**config.mk**
```make
export PLATFORM = sky130hd
export DESIGN_NAME = uart_rx_queue
export DESIGN_NICKNAME = d
export VERILOG_FILES = /design/src/rtl/uart_pkg.sv /design/src/rtl/byte_fifo.sv /design/src/rtl/uart_rx_queue.sv
export SDC_FILE = /design/constraint.sdc
export NUM_CORES = 1
export LEC_CHECK = 0
export BUFFER_PORTS_ARGS = -buffer_cell sky130_fd_sc_hd__clkbuf_2
export CAP_MARGIN = 20
export CELL_PAD_IN_SITES_DETAIL_PLACEMENT = 1
export CELL_PAD_IN_SITES_GLOBAL_PLACEMENT = 2
export CORE_UTILIZATION = 54
export DETAILED_ROUTE_END_ITERATION = 10
export GPL_ROUTABILITY_DRIVEN = 0
export PLACE_DENSITY_LB_ADDON = 0.1
export SETUP_SLACK_MARGIN = 0.1
export SLEW_MARGIN = 20
export SYNTH_ARGS = -nofsm -noshare
export SYNTH_HDL_FRONTEND = slang
export SYNTH_SLANG_ARGS = --single-unit
```
**constraint.sdc**
```tcl
create_clock -name i_clk -period 4.4 [get_ports i_clk]
set_input_delay 0.88 -clock i_clk [delete_from_list [all_inputs] [get_ports i_clk]]
set_output_delay 0.88 -clock i_clk [all_outputs]
set_load 0.03 [all_outputs]
```
**src/rtl/uart_pkg.sv**
```systemverilog
`default_nettype none
// ============================================================================
// Module      : uart_pkg
// Description : Shared types and constants for the UART receive queue.
//               The PARITY state is always declared. The receiver only
//               enters it when UART_RX_PARITY_EN is defined.
// Revision    : 1.0 - initial release
// ============================================================================
package uart_pkg;

    localparam int OVERSAMPLE = 16;

    typedef enum logic [2:0] {
        IDLE      = 3'd0,
        START     = 3'd1,
        DATA      = 3'd2,
        PARITY    = 3'd3,
        STOP      = 3'd4,
        WAIT_HIGH = 3'd5
    } rx_state_t;

    typedef logic [7:0] byte_t;

endpackage
`default_nettype wire

```
**src/rtl/byte_fifo.sv**
```systemverilog
`default_nettype none
// ============================================================================
// Module      : byte_fifo
// Description : First-word-fall-through synchronous FIFO. The head entry is
//               always presented on o_data, and o_data reads as zero while
//               the FIFO is empty. A pop while empty is ignored. A push while
//               full is dropped and flagged on o_overrun, unless a pop in the
//               same cycle frees a slot.
// Revision    : 1.0 - initial release
// ============================================================================
module byte_fifo #(
    parameter int DEPTH = 128,
    parameter int WIDTH = 8
) (
    input  logic             i_clk,
    input  logic             i_rst,
    input  logic             i_push,
    input  logic [WIDTH-1:0] i_data,
    input  logic             i_pop,
    output logic [WIDTH-1:0] o_data,
    output logic             o_empty,
    output logic             o_overrun
);

    localparam int AW = $clog2(DEPTH);
    localparam logic [AW-1:0] c_PTR_ONE  = AW'(1);
    localparam logic [AW:0]   c_CNT_ONE  = (AW+1)'(1);
    localparam logic [AW:0]   c_CNT_FULL = (AW+1)'(DEPTH);

    if ((DEPTH < 2) || ((DEPTH & (DEPTH - 1)) != 0)) begin : g_bad_depth
        $error("byte_fifo: DEPTH must be a power of two and at least 2");
    end

    logic [WIDTH-1:0] r_mem [DEPTH];
    logic [AW-1:0]    r_wr_ptr;
    logic [AW-1:0]    r_rd_ptr;
    logic [AW:0]      r_count;
    logic             w_empty;
    logic             w_full;
    logic             w_do_push;
    logic             w_do_pop;

    assign w_empty   = (r_count == '0);
    assign w_full    = (r_count == c_CNT_FULL);
    assign w_do_pop  = i_pop & ~w_empty;
    // A pop in the same cycle frees the slot that a push into a full FIFO needs.
    assign w_do_push = i_push & (~w_full | w_do_pop);
    assign o_overrun = i_push & ~w_do_push;
    assign o_empty   = w_empty;
    assign o_data    = w_empty ? '0 : r_mem[r_rd_ptr];

    // Storage array. It needs no reset because the count gates every read.
    always_ff @(posedge i_clk) begin
        if (w_do_push) begin
            r_mem[r_wr_ptr] <= i_data;
        end
    end

    // Pointers wrap naturally at the power-of-two depth. The count tracks occupancy.
    always_ff @(posedge i_clk or posedge i_rst) begin
        if (i_rst) begin
            r_wr_ptr <= '0;
            r_rd_ptr <= '0;
            r_count  <= '0;
        end else begin
            if (w_do_push) begin
                r_wr_ptr <= r_wr_ptr + c_PTR_ONE;
            end
            if (w_do_pop) begin
                r_rd_ptr <= r_rd_ptr + c_PTR_ONE;
            end
            if (w_do_push && !w_do_pop) begin
                r_count <= r_count + c_CNT_ONE;
            end else if (w_do_pop && !w_do_push) begin
                r_count <= r_count - c_CNT_ONE;
            end
        end
    end

endmodule
`default_nettype wire

```
**src/rtl/uart_rx_queue.sv**
```systemverilog
`default_nettype none
// ============================================================================
// Module      : uart_rx_queue
// Description : Oversampled UART receiver (x16), feeding a FWFT byte FIFO.
//               The default build receives 8N1 frames. Defining
//               UART_RX_PARITY_EN adds one even-parity bit per frame, and a
//               parity mismatch drops the byte and pulses o_parity_err.
// Revision    : 1.0 - initial release
// ============================================================================
module uart_rx_queue
    import uart_pkg::*;
#(
    parameter int CLK_HZ = 96_000_000,
    parameter int BAUD   = 3_000_000,
    parameter int DEPTH  = 128
) (
    input  logic  i_clk,
    input  logic  i_rst,
    input  logic  i_rx,
    input  logic  i_deq_rxq,
    output logic  o_rxq_empty,
    output byte_t o_rxq_data,
    output logic  o_overrun,
    output logic  o_frame_err,
    output logic  o_parity_err
);

    localparam int DIV = CLK_HZ / (BAUD * OVERSAMPLE);
    localparam int DW  = (DIV > 1) ? $clog2(DIV) : 1;
    localparam logic [DW-1:0] c_DIV_LAST  = DW'(DIV - 1);
    localparam logic [DW-1:0] c_DIV_ONE   = DW'(1);
    localparam logic [3:0]    c_TICK_MID  = 4'(OVERSAMPLE / 2 - 1);
    localparam logic [3:0]    c_TICK_LAST = 4'(OVERSAMPLE - 1);

    if ((DIV < 1) || ((CLK_HZ % (BAUD * OVERSAMPLE)) != 0)) begin : g_bad_div
        $error("uart_rx_queue: CLK_HZ/(BAUD*16) must be an integer >= 1");
    end

    rx_state_t     r_state;
    logic          r_sync1;
    logic          r_sync2;
    logic [DW-1:0] r_div;
    logic          w_tick;
    logic [3:0]    r_tick;
    logic [2:0]    r_bit;
    byte_t         r_shift;
    logic          r_push;
    logic          r_frame_err;
`ifdef UART_RX_PARITY_EN
    logic          r_par_bit;
    logic          r_parity_err;
`endif

    // The divider is held clear in IDLE, so each frame starts a fresh tick phase.
    assign w_tick = (r_state != IDLE) && (r_div == c_DIV_LAST);

    // Two-flop synchronizer. It resets high, so reset never looks like a start bit.
    always_ff @(posedge i_clk or posedge i_rst) begin
        if (i_rst) begin
            r_sync1 <= 1'b1;
            r_sync2 <= 1'b1;
        end else begin
            r_sync1 <= i_rx;
            r_sync2 <= r_sync1;
        end
    end

    // Oversample divider. It gives one tick every DIV cycles, 16 ticks per bit.
    always_ff @(posedge i_clk or posedge i_rst) begin
        if (i_rst) begin
            r_div <= '0;
        end else if ((r_state == IDLE) || w_tick) begin
            r_div <= '0;
        end else begin
            r_div <= r_div + c_DIV_ONE;
        end
    end

    // Receiver FSM. Push and error strobes are registered one-cycle pulses.
    always_ff @(posedge i_clk or posedge i_rst) begin
        if (i_rst) begin
            r_state     <= IDLE;
            r_tick      <= '0;
            r_bit       <= '0;
            r_shift     <= '0;
            r_push      <= 1'b0;
            r_frame_err <= 1'b0;
`ifdef UART_RX_PARITY_EN
            r_par_bit    <= 1'b0;
            r_parity_err <= 1'b0;
`endif
        end else begin
            r_push      <= 1'b0;
            r_frame_err <= 1'b0;
`ifdef UART_RX_PARITY_EN
            r_parity_err <= 1'b0;
`endif
            case (r_state)
                IDLE: begin
                    if (!r_sync2) begin
                        r_tick  <= '0;
                        r_state <= START;
                    end
                end
                START: begin
                    if (w_tick) begin
                        if (r_tick == c_TICK_MID) begin
                            // Mid start bit. A high line here was a glitch.
                            r_tick  <= '0;
                            r_bit   <= '0;
                            r_state <= r_sync2 ? IDLE : DATA;
                        end else begin
                            r_tick <= r_tick + 4'd1;
                        end
                    end
                end
                DATA: begin
                    if (w_tick) begin
                        // The 4-bit counter wraps 15->0, re-arming for the next bit centre.
                        r_tick <= r_tick + 4'd1;
                        if (r_tick == c_TICK_LAST) begin
                            r_shift <= {r_sync2, r_shift[7:1]};
                            r_bit   <= r_bit + 3'd1;
                            if (r_bit == 3'd7) begin
`ifdef UART_RX_PARITY_EN
                                r_state <= PARITY;
`else
                                r_state <= STOP;
`endif
                            end
                        end
                    end
                end
`ifdef UART_RX_PARITY_EN
                PARITY: begin
                    if (w_tick) begin
                        r_tick <= r_tick + 4'd1;
                        if (r_tick == c_TICK_LAST) begin
                            r_par_bit <= r_sync2;
                            r_state   <= STOP;
                        end
                    end
                end
`endif
                STOP: begin
                    if (w_tick) begin
                        r_tick <= r_tick + 4'd1;
                        if (r_tick == c_TICK_LAST) begin
                            if (!r_sync2) begin
                                r_frame_err <= 1'b1;
                                r_state     <= WAIT_HIGH;
`ifdef UART_RX_PARITY_EN
                            end else if (r_par_bit != (^r_shift)) begin
                                r_parity_err <= 1'b1;
                                r_state      <= IDLE;
`endif
                            end else begin
                                r_push  <= 1'b1;
                                r_state <= IDLE;
                            end
                        end
                    end
                end
                WAIT_HIGH: begin
                    // Hold here through a break so it reports only one frame error.
                    if (r_sync2) begin
                        r_state <= IDLE;
                    end
                end
                default: begin
                    r_state <= IDLE;
                end
            endcase
        end
    end

    byte_fifo #(
        .DEPTH (DEPTH),
        .WIDTH (8)
    ) u_fifo (
        .i_clk     (i_clk),
        .i_rst     (i_rst),
        .i_push    (r_push),
        .i_data    (r_shift),
        .i_pop     (i_deq_rxq),
        .o_data    (o_rxq_data),
        .o_empty   (o_rxq_empty),
        .o_overrun (o_overrun)
    );

    assign o_frame_err = r_frame_err;
`ifdef UART_RX_PARITY_EN
    assign o_parity_err = r_parity_err;
`else
    assign o_parity_err = 1'b0;
`endif

endmodule
`default_nettype wire

```
==> results of run 1 <==
-- area by class of cell --
| class | instances | area (um2) |
|---|---|---|
| timing repair buffer | 275 | 2699 |
| multi-input combinational | 898 | 10120 |
| clock buffer | 145 | 2892 |
| clock inverter | 53 | 471.7 |
| sequential | 1069 | 31920 |
| inverter | 13 | 50.05 |
| fill | 6406 | 28010 |
| tap | 1040 | 1301 |
-- power by group --
| group | switching (mW) | internal, mW | leakage [nW] |
|---|---|---|---|
| registers | 0.232 | 11.1 | 10.0 |
| clock network | 3.82 | 5.01 | 1.65 |
| logic | 3.84 | 3.18 | 4.49 |
-- layout by cell type (no fill, tap or decap), types with 8 or more instances in the layout --
master / n
a211oi_1: 11
a211oi_2: 12
a21oi_1: 35
a22oi_1: 14
buf_12: 19
buf_16: 9
buf_4: 212
buf_6: 13
clkbuf_1: 32
clkbuf_16: 111
clkinv_1: 18
clkinv_2: 22
dfrtp_1: 30
dfrtp_4: 12
edfxtp_1: 1024
ha_1: 14
inv_1: 11
mux2_2: 12
mux2i_1: 99
mux4_2: 232
nand2_1: 52
nand3_1: 21
nor2_1: 162
nor2b_1: 14
nor3_1: 9
o21ai_0: 29
o22ai_1: 16
xnor2_1: 11
xor2_1: 8
-- registers in the layout (all words and copies together) (netlist names) --
name	flops
r_tick	4
r_shift	8
u_fifo.r_count	8
r_bit	3
o_frame_err	1
u_fifo.r_mem	1024
u_fifo.r_rd_ptr	7
u_fifo.r_wr_ptr	7
r_sync1	1
r_div	1
r_push	1
r_state	3
r_sync2	1
-- logic make-up (layout without fill, tap and decap cells) --
logic type	after synthesis	count (layout)
and+or+nand+nor	305	305
AOI/OAI and AO/OA	202	202
other	1	1
muxes	356	356
adders and majority gates	15	15
DFF	1069	1069
buffers and inverters	133	486
xor gates and xnor gates	19	19
-- final timing paths --
path                                    start                 end  slack (ns)  cells past startpoint
max                        u_fifo.r_rd_ptr[0]       o_rxq_data[5]        0.06                     12
min                                      i_rx             r_sync1        0.29                      1
max reg2reg                 u_fifo.r_count[3]   u_fifo.r_count[7]        0.79                     12
min reg2reg                           r_sync1             r_sync2        0.36                      0
max in group asynchronous               i_rst  u_fifo.r_rd_ptr[3]        3.42                      2
min in group asynchronous               i_rst          r_state[2]        0.34                      2
-- stage by stage --
step	power, mW	instance area [um2]	setup WS (ns)
after floorplan	15.18	42330	1.013
final	27.17	49460	0.05797
after CTS	26.87	49030	0.05044
after global routing	27.94	49460	0.02765
after detailed placement	17.11	44700	-0.1129
after global placement	17.01	44700	-0.07830
-- layer usage --
| layer | GRT usage (%) | routed length [um] | up-vias | part of all wire (%) |
|---|---|---|---|---|
| li1 | - | - | 9134 | - |
| met1 | 38.88 | 45910 | 11750 | 41 |
| met2 | 46.18 | 54870 | 858 | 49 |
| met3 | 5.361 | 7598 | 170 | 6.8 |
| met4 | 8.737 | 3011 | 0 | 2.7 |
| met5 | 0 | 0 | - | 0 |
-- worst register-to-register path, stage by stage (launching register included) --
cell and delay [ns]:
dfrtp_1 0.42, nor4_1 0.43, nand4b_1 0.24, and2_1 0.41
ha_1 0.33, inv_1 0.26, ha_1 0.32, a21oi_1 0.22
a21boi_0 0.13, o21ai_0 0.27, a21oi_1 0.15, mux2i_1 0.22
xnor2_1 0.13
-- timing repair --
action / 4_1_cts / 5_1_grt
gates resized for setup: 108 / 41
endpoints found under the hold margin: 0 / 0
cloned: 4 / 3
pin swaps: 26 / 18
hold buffers: 0 / 0
buffers inserted: 34 / 15
setup endpoints to repair: 8 / 8
==> impl_metrics.py, run 1 <==
metrics = {
    "outcome": {
        "status": "finished clean",
    },
    "logic_synthesis": {
        "netlist_instances": 2100,
        "synth-adder-area-share_pct": 0.4611,
        "synth_commonest_cells": "edfxtp_1 (1024), mux4_2 (232), nor2_1 (163)",
        "syn-cell-area_um2": 42330,
        "syn_nets": 2119,
        "synth_top_cell_area_share_pct": 72.65,
        "synth_top_family_by_area": "multiplexers",
        "synthXorXnorAreaFrac_pct": 0.3932,
        "ys_seq_area_share_pct": 75.31,
        "synth.mux.area_fraction_pct": 15.31,
        "yosysWarningCount": 0,
        "synthSimpleGateAreaFrac_pct": 3.193,
        "synth_top_area_cell": "edfxtp_1",
        "synth-edff-count": 1024,
        "synth-compound-area-share_pct": 3.320,
        "synth.area.top_cells": "edfxtp_1 (73%), mux4_2 (12%), mux2i_1 (2.6%)",
        "async_flop_share_pct": 4.210,
        "dominantRegCellSynth": "edfxtp_1",
        "yosysUniqueCellTypes": 70,
        "synth_area_per_cell_um2": 20.16,
        "synthMostInstantiatedCell": "edfxtp_1",
        "ys_ff_latch": 1069,
    },
    "clock_tree": {
        "clock_path_buffers": 3,
        "clkSinkCount": 1069,
        "cts_root_buffer": "clkbuf_16",
        "insertion_delay_ns": 0.67,
        "cts_tree": "done",
        "clkTransAtPathRegs_ns": 0.06,
        "htree_levels": 3,
        "cts_buffers": 107,
    },
    "finish": {
        "drive_gt1_share_pct": 31.35,
        "fin_nets": 2383,
        "antenna_cells": 0,
        "area_delta_synth_final_pct": 16.86,
        "fin_util_pct": 63.85,
        "fin_cells": 3493,
    },
    "setup_path": {
        "worstPathCellList": "buf_12 -> buf_8 -> buf_6 -> buf_6 -> buf_4 -> mux4_2 -> a22o_1 -> a211oi_2 -> a211o_2 -> a311oi_2 -> buf_4 -> buf_6",
        "cp_data_required_time_ns": 3.52,
        "cp_slowest_stage_delay_ns": 0.49,
        "worst_setup_path_start_kind": "register",
        "path_class": "reg -> out",
        "cp-end-kind": "output pin",
        "crit_fanout": 6,
        "crit_arrival_ns": 3.46,
        "critical-path-slowest-cell": "dfrtp_4",
        "critPathTopFamily": "buffers and inverters",
        "crit_top_cell": "buf_6",
        "cp_num_buf_inv": 7,
    },
    "grt": {
        "grt_max_degree": 92,
        "grt_usage_pct": 28.27,
        "grt_pass1_wl_mm": 158.8,
        "antenna_found_initial": 0,
        "grt-ovfl-total": 0,
        "first_global_vias": 22900,
    },
    "detailed_routing": {
        "dr.first_iter.drc_count": 2289,
        "wl_per_cell_um": 31.89,
        "via_per_inst": 6.272,
        "drc": 0,
        "vias": 21910,
        "drt.antenna.violating_nets": 0,
        "finalWirelength_mm": 111.4,
        "firstDrtPassIters": 5,
    },
    "power": {
        "ir_drop_mv": 0.3075,
        "powerDensity_nw_per_um2": 549.2,
        "leakagePower_nw": 16.18,
    },
    "die": {
        "die-area_um2": 79510,
        "initial_core_util_pct": 54.64,
        "row_count": 102,
        "die_h_um": 282.0,
        "coreArea_um2": 77470,
        "ios": 16,
        "fp.dieW_um": 282.0,
    },
    "sta": {
        "fin_skew_ns": 0.02135,
        "finalHoldViolCount": 0,
        "clock.fmax_ghz": 0.2303,
        "setup_viol": 0,
        "worstMarginPinSlew_ns": 1.054,
        "worst_hold_slack_ns": 0.2883,
        "grt_setup_unrepaired": "true",
        "setup_tns_ns": 0,
        "maxSlewViolCount": 0,
        "relSlewSlack_pct": 29.74,
        "finalCriticalPeriod_ns": 4.342,
        "finalCritPeriodShare_pct": 98.68,
    },
    "placed_design": {
        "io_buffers": 14,
        "dp_hpwl_mm": 67.68,
        "placedCellCount": 3239,
    },
    "min_path": {
        "hold_path.class": "in -> reg",
    },
    "run": {
        "cap_violations": 0,
    },
}
Power figures use the tool's default switching activity.
==> inputs of run 2 (changes only) <==
--- a/config.mk
+++ b/config.mk
@@ -5,14 +5,15 @@
 export SDC_FILE = /design/constraint.sdc
 export NUM_CORES = 1
 export LEC_CHECK = 0
-export BUFFER_PORTS_ARGS = -buffer_cell sky130_fd_sc_hd__clkbuf_2
 export CAP_MARGIN = 20
 export CELL_PAD_IN_SITES_DETAIL_PLACEMENT = 1
 export CELL_PAD_IN_SITES_GLOBAL_PLACEMENT = 2
-export CORE_UTILIZATION = 54
+export CORE_UTILIZATION = 50
 export DETAILED_ROUTE_END_ITERATION = 10
+export DONT_BUFFER_PORTS = 1
 export GPL_ROUTABILITY_DRIVEN = 0
 export PLACE_DENSITY_LB_ADDON = 0.1
+export RECOVER_POWER = 25
 export SETUP_SLACK_MARGIN = 0.1
 export SLEW_MARGIN = 20
 export SYNTH_ARGS = -nofsm -noshare
==> run 2 against run 1 <==
  * The flow now finishes with violations (capacitance limit, slew limit)
  * Die area up 7.9%
  * Combinational power decreased by 10%
  * Global-route usage shrank 2.6 points
  * Register-to-register slack lost 0.51 ns
  * Maximum frequency rose by 0.70%
  * Sequential share of layout area rose by 1.1 points
==> impl_metrics.py, run 2 (synthesized netlist as in run 1, its figures left out) <==
metrics = {
    "min_path": {
        "worstHoldStart": "i_rx",
        "hold_path.class": "in -> reg",
    },
    "grt": {
        "grt-ovfl-total": 0,
        "first_global_vias": 22280,
        "grt_usage_pct": 25.70,
        "grt_max_degree": 95,
        "antenna_found_initial": 2,
        "grt_pass1_wl_mm": 157.5,
    },
    "detailed_routing": {
        "drc": 0,
        "m1WireLength_mm": 47.66,
        "finalWirelength_mm": 109.4,
        "via_per_inst": 6.126,
        "wl_per_cell_um": 31.43,
        "dr_wl_met3_mm": 6.337,
        "wl_met2_mm": 53.16,
        "dr.first_iter.drc_count": 1848,
        "firstDrtPassIters": 5,
        "topRoutingLayerUsed": "met5",
        "drt.antenna.violating_nets": 0,
        "vias": 21320,
    },
    "setup_path": {
        "crit_top_cell": "buf_4",
        "crit_fanout": 14,
        "worst_setup_path_start_kind": "register",
        "worstPathCellList": "buf_4 -> buf_4 -> mux4_2 -> a22oi_1 -> a211o_1 -> a311oi_2 -> buf_4 -> buf_4",
        "critPathTopFamily": "compound AO/OA/AOI/OAI gates",
        "regToRegStartpoint": "r_shift[3]",
        "critical-path-slowest-cell": "a22oi_1",
        "cp_num_buf_inv": 4,
        "critPathLaunch": "u_fifo.r_rd_ptr[1]",
        "crit_arrival_ns": 3.43,
        "cp_slowest_stage_delay_ns": 0.54,
        "path_class": "reg -> out",
        "cp_data_required_time_ns": 3.52,
        "cp-end-kind": "output pin",
    },
    "sta": {
        "maxSlewViolCount": 553,
        "finalCritPeriodShare_pct": 98.00,
        "worstMarginPinSlew_ns": 3.013,
        "setup_viol": 0,
        "finalHoldViolCount": 0,
        "finalCriticalPeriod_ns": 4.312,
        "relSlewSlack_pct": -100.9,
        "fin_skew_ns": 0.03295,
        "clock.fmax_ghz": 0.2319,
        "grt_setup_unrepaired": "true",
        "setup_tns_ns": 0,
    },
    "clock_tree": {
        "cts_root_buffer": "clkbuf_16",
        "clkTransAtPathRegs_ns": 0.06,
        "insertion_delay_ns": 0.69,
        "cts_tree": "done",
        "ctsHoldBuffers": 0,
        "clock_path_buffers": 3,
        "cts_buffers": 108,
        "htree_levels": 3,
        "clkSinkCount": 1069,
    },
    "finish": {
        "reg.largest.list": "u_fifo.r_mem (1024), r_shift (8), u_fifo.r_count (8)",
        "fin_nets": 2274,
        "antenna_cells": 0,
        "layout_common_cells": "edfxtp_1 (1024), mux4_2 (232), nor2_1 (163)",
        "largest_register": "u_fifo.r_mem",
        "final_common_cell": "edfxtp_1",
        "drive_gt1_share_pct": 27.62,
        "largest_reg_flops": 1024,
        "area_delta_synth_final_pct": 14.85,
    },
    "power": {
        "powerDensity_nw_per_um2": 554.4,
        "leakagePower_nw": 15.61,
        "p_total_mw": 26.95,
        "ir_drop_mv": 0.3863,
    },
    "die": {
        "initial_core_util_pct": 50.58,
        "coreArea_um2": 83690,
        "ios": 16,
        "fp.dieW_um": 293.0,
        "row_count": 106,
        "die_h_um": 293.0,
        "die-area_um2": 85820,
    },
    "outcome": {
        "status": "complete, but fails checks",
        "violations": "capacitance limit, slew limit",
    },
    "run": {
        "cap_violations": 8,
    },
    "placed_design": {
        "dp_hpwl_mm": 67.94,
        "io_buffers": 0,
    },
}
run 2: cell types whose count changed in the layout (fill, tap and decap cells not counted), moves of 7 or more:
cell,change
buf_4,-86
buf_12,-8
clkbuf_2,-7
dfrtp_1,+8
dfrtp_4,-7
run 2: cell type report:
| cell class | instances | area (um2) |
|---|---|---|
| clock inverter | 61 | 633.1 |
| sequential | 1069 | 31900 |
| clock buffer | 140 | 2948 |
| inverter | 13 | 48.80 |
| timing repair buffer | 165 | 1640 |
| fill | 7116 | 35070 |
| multi-input combinational | 898 | 10030 |
| tap | 1134 | 1419 |
run 2: stage by stage:
step | worst slack, ns | std cells | utilization [%] | area [um2] | hold slack, ns
after floorplan | 1.013 | 2100 | - | 42330 | 0.3452
after global placement | 0.2540 | 3250 | 52.80 | 44180 | 0.3459
after detailed placement | 0.2597 | 3250 | 52.80 | 44180 | 0.3488
after CTS | 0.06066 | 3466 | 57.77 | 48350 | 0.1690
after global routing | 0.03402 | 3480 | 58.09 | 48610 | 0.1875
final | 0.08802 | 3480 | 58.09 | 48610 | 0.2031
run 2: power breakdown:
group	internal (mW)	total (mW)	switching (mW)
Sequential	11.1	11.4	0.268
Clock	5.42	9.31	3.88
Combinational	2.64	6.29	3.65
run 2: timing repair:
action | 4_1_cts | 5_1_grt
setup buffers | 11 | 9
gates cloned | 4 | 2
pin swaps | 12 | 4
resized for setup | 77 | 34
endpoints found under the setup margin | 8 | 8
run 2: path summary, 6_finish.rpt:
path | to | slack, ns | depth (start not counted)
min reg2reg | r_sync2 | 0.35 | 0
max reg2reg | u_fifo.r_mem[111][3] | 0.28 | 1
max | o_rxq_data[5] | 0.09 | 8
min in group asynchronous | r_tick[0] | 0.36 | 1
min | r_sync1 | 0.20 | 0
max in group asynchronous | u_fifo.r_rd_ptr[1] | 2.39 | 2
run 2: routing by layer:
metal	vias to the layer above	global-route usage, %
met1	11620	37.14
met3	136	3.843
li1	8928	-
met5	-	0
met2	630	41.68
met4	2	5.976
==> inputs of run 3 (changes only) <==
--- a/config.mk
+++ b/config.mk
@@ -5,10 +5,13 @@
 export SDC_FILE = /design/constraint.sdc
 export NUM_CORES = 1
 export LEC_CHECK = 0
+export ABC_CLOCK_PERIOD_IN_PS = 4400
 export CAP_MARGIN = 20
 export CELL_PAD_IN_SITES_DETAIL_PLACEMENT = 1
 export CELL_PAD_IN_SITES_GLOBAL_PLACEMENT = 2
+export CORE_MARGIN = 3
 export CORE_UTILIZATION = 50
+export CTS_BUF_LIST = sky130_fd_sc_hd__clkbuf_4 sky130_fd_sc_hd__clkbuf_8
 export DETAILED_ROUTE_END_ITERATION = 10
 export DONT_BUFFER_PORTS = 1
 export GPL_ROUTABILITY_DRIVEN = 0
==> run 3 against run 2 <==
  * The run ends with capacitance limit, slew limit, setup timing left
  * Via count is 2.5% higher
  * Worst setup slack got worse by 0.14 ns
  * Final cell count is 5.4% higher
  * Sequential share of layout area down 0.96 points
  * Clock skew rose by 0.0027 ns
  * Global-route usage about the same
  * Design area increased by 1.5%
  * Power down 1.2%
  * Clock power down 12%
  * Critical path type unchanged
  * Critical endpoint is now o_rxq_data[1]
  * Largest cell class unchanged
==> impl_metrics.py, run 3 (synthesized netlist as in run 1, its figures left out) <==
metrics = {
    "power": {
        "powerDensity_nw_per_um2": 540.0,
        "ir_drop_mv": 0.3383,
        "p_total_mw": 26.64,
        "leakagePower_nw": 16.18,
    },
    "die": {
        "fp.dieW_um": 297.0,
        "coreArea_um2": 83820,
        "die-area_um2": 88180,
        "row_count": 106,
        "ios": 16,
        "initial_core_util_pct": 50.50,
        "die_h_um": 297.0,
    },
    "setup_path": {
        "crit_arrival_ns": 3.57,
        "cp-end-kind": "output pin",
        "cp_slowest_stage_delay_ns": 0.51,
        "cp_data_required_time_ns": 3.52,
        "crit_fanout": 10,
        "critical-path-slowest-cell": "dfrtp_4",
        "path_class": "reg -> out",
        "r2r-end": "u_fifo.r_mem[2][2]",
        "critPathTopFamily": "simple AND/OR/NAND/NOR gates",
        "cp_num_buf_inv": 5,
        "r2r_cells": 2,
        "r2r_setup_slack_ns": 0.37,
        "worstPathCellList": "buf_8 -> buf_8 -> or3b_4 -> buf_12 -> o22ai_2 -> a2111oi_4 -> nor3_2 -> a2bb2oi_4 -> buf_4 -> buf_4",
        "regToRegStartpoint": "r_shift[2]",
        "worst_setup_path_start_kind": "register",
    },
    "sta": {
        "finalHoldViolCount": 0,
        "grt_setup_unrepaired": "true",
        "setup_viol": 4,
        "fin_skew_ns": 0.03561,
        "finalCriticalPeriod_ns": 4.448,
        "worstMarginPinSlew_ns": 3.247,
        "relSlewSlack_pct": -116.5,
        "maxSlewViolCount": 591,
        "setup_tns_ns": -0.08190,
        "timing.final.ws_setup_ns": -0.04759,
        "finalCritPeriodShare_pct": 101.1,
        "clock.fmax_ghz": 0.2248,
    },
    "clock_tree": {
        "clkTransAtPathRegs_ns": 0.06,
        "htree_levels": 4,
        "insertion_delay_ns": 0.82,
        "clock_path_buffers": 3,
        "cts_tree": "done",
        "cts_root_buffer": "clkbuf_8",
        "clkSinkCount": 1069,
        "cts_buffers": 172,
    },
    "finish": {
        "fill_cells": 7249,
        "reg.largest.list": "u_fifo.r_mem (1024), r_shift (8), u_fifo.r_count (8)",
        "final_common_cell": "edfxtp_1",
        "fin_area_um2": 49330,
        "largest_reg_flops": 1024,
        "layout_common_cells": "edfxtp_1 (1024), mux4_2 (232), buf_4 (183)",
        "fin_cells": 3669,
        "drive_gt1_share_pct": 33.58,
        "area_delta_synth_final_pct": 16.54,
        "largest_register": "u_fifo.r_mem",
        "fin_nets": 2422,
        "fin_util_pct": 58.85,
    },
    "run": {
        "cap_violations": 8,
    },
    "outcome": {
        "violations": "capacitance limit, slew limit, setup timing",
        "status": "complete, but fails checks",
    },
    "min_path": {
        "worstHoldStart": "r_sync1",
        "hold_path.class": "reg -> reg",
        "hold_depth": 0,
        "min_to": "r_sync2",
    },
    "placed_design": {
        "placedCellCount": 3299,
        "dp_hpwl_mm": 69.16,
        "placed_area_um2": 44570,
        "io_buffers": 0,
    },
    "detailed_routing": {
        "drt.antenna.violating_nets": 0,
        "finalWirelength_mm": 113.4,
        "firstDrtPassIters": 7,
        "vias": 21860,
        "dr.first_iter.drc_count": 2138,
        "wl_per_cell_um": 30.90,
        "via_per_inst": 5.957,
        "drc": 0,
    },
    "grt": {
        "grt_usage_pct": 25.74,
        "grt_max_degree": 92,
        "grt_pass1_wl_mm": 163.3,
        "grt-ovfl-total": 0,
        "first_global_vias": 23210,
        "antenna_found_initial": 1,
    },
}
[run 3: cell count changes in the layout (fill, tap and decap cells not counted), sizes merged, moves of 3 or more]
cell,delta
clkbuf,+93
buf,+77
clkinv,+24
bufinv,-9
bufbuf,+3
inv,-3
[run 3: how the worst max path moves through the flow]
stage	start	end	slack, ns	cells past startpoint
6_report	u_fifo.r_rd_ptr[0]	o_rxq_data[1]	-0.05	10
2_1_floorplan	u_fifo.r_rd_ptr[0]	o_rxq_data[5]	1.01	9
4_1_cts	u_fifo.r_rd_ptr[0]	o_rxq_data[1]	-0.14	10
5_1_grt	u_fifo.r_rd_ptr[0]	o_rxq_data[4]	-0.12	11
3_5_place_dp	u_fifo.r_rd_ptr[0]	o_rxq_data[1]	-0.06	9
3_3_place_gp	u_fifo.r_rd_ptr[0]	o_rxq_data[1]	-0.10	9
[run 3: per-stage QoR]
step	hold slack (ns)	setup slack (ns)
floorplan	0.3452	1.013
global placement	0.3464	-0.1019
detailed placement	0.3514	-0.05949
CTS	0.3556	-0.1391
global route	0.3651	-0.1235
finish	0.3590	-0.04759
[run 3: where the power goes]
group          internal [mW]  switching [mW]
clock network           4.35            3.84
logic                   3.27            3.87
registers               11.1           0.215
total                   18.7            7.93
[run 3: worst register-to-register path: cells and delay by family (launching register included)]
family                 cells  cell delay, ns
buffers and inverters      2            2.87
flip-flops                 1            0.89
[run 3: cell type report]
type | count | area [um2] | share of cell area [%]
antenna | 1 | 2.502 | 0.005073
clock buffer | 230 | 2840 | 5.758
clock inverter | 75 | 424.2 | 0.8599
inverter | 13 | 48.80 | 0.09893
multi-input combinational | 898 | 10090 | 20.45
sequential | 1069 | 31890 | 64.66
tap | 1134 | 1419 | 2.876
timing repair buffer | 249 | 2611 | 5.294
[run 3: per-layer routing]
layer | global-route usage, % | up-vias | share of wire (%) | wire length (um)
met5 | 0 | - | 0 | 0
met1 | 35.50 | 11590 | 42 | 47140
met3 | 6.337 | 177 | 7.0 | 7918
met2 | 40.55 | 832 | 49 | 55290
met4 | 8.953 | 0 | 2.7 | 3035
li1 | - | 9255 | - | -
[run 3: what timing repair did]
item                                   4_1_cts  5_1_grt
setup endpoints to repair                    8        8
pin swaps                                   21       29
gates cloned                                 7        6
hold buffers                                 2        0
setup buffers                               29       19
resized for setup                           80       62
endpoints found under the hold margin        5        0
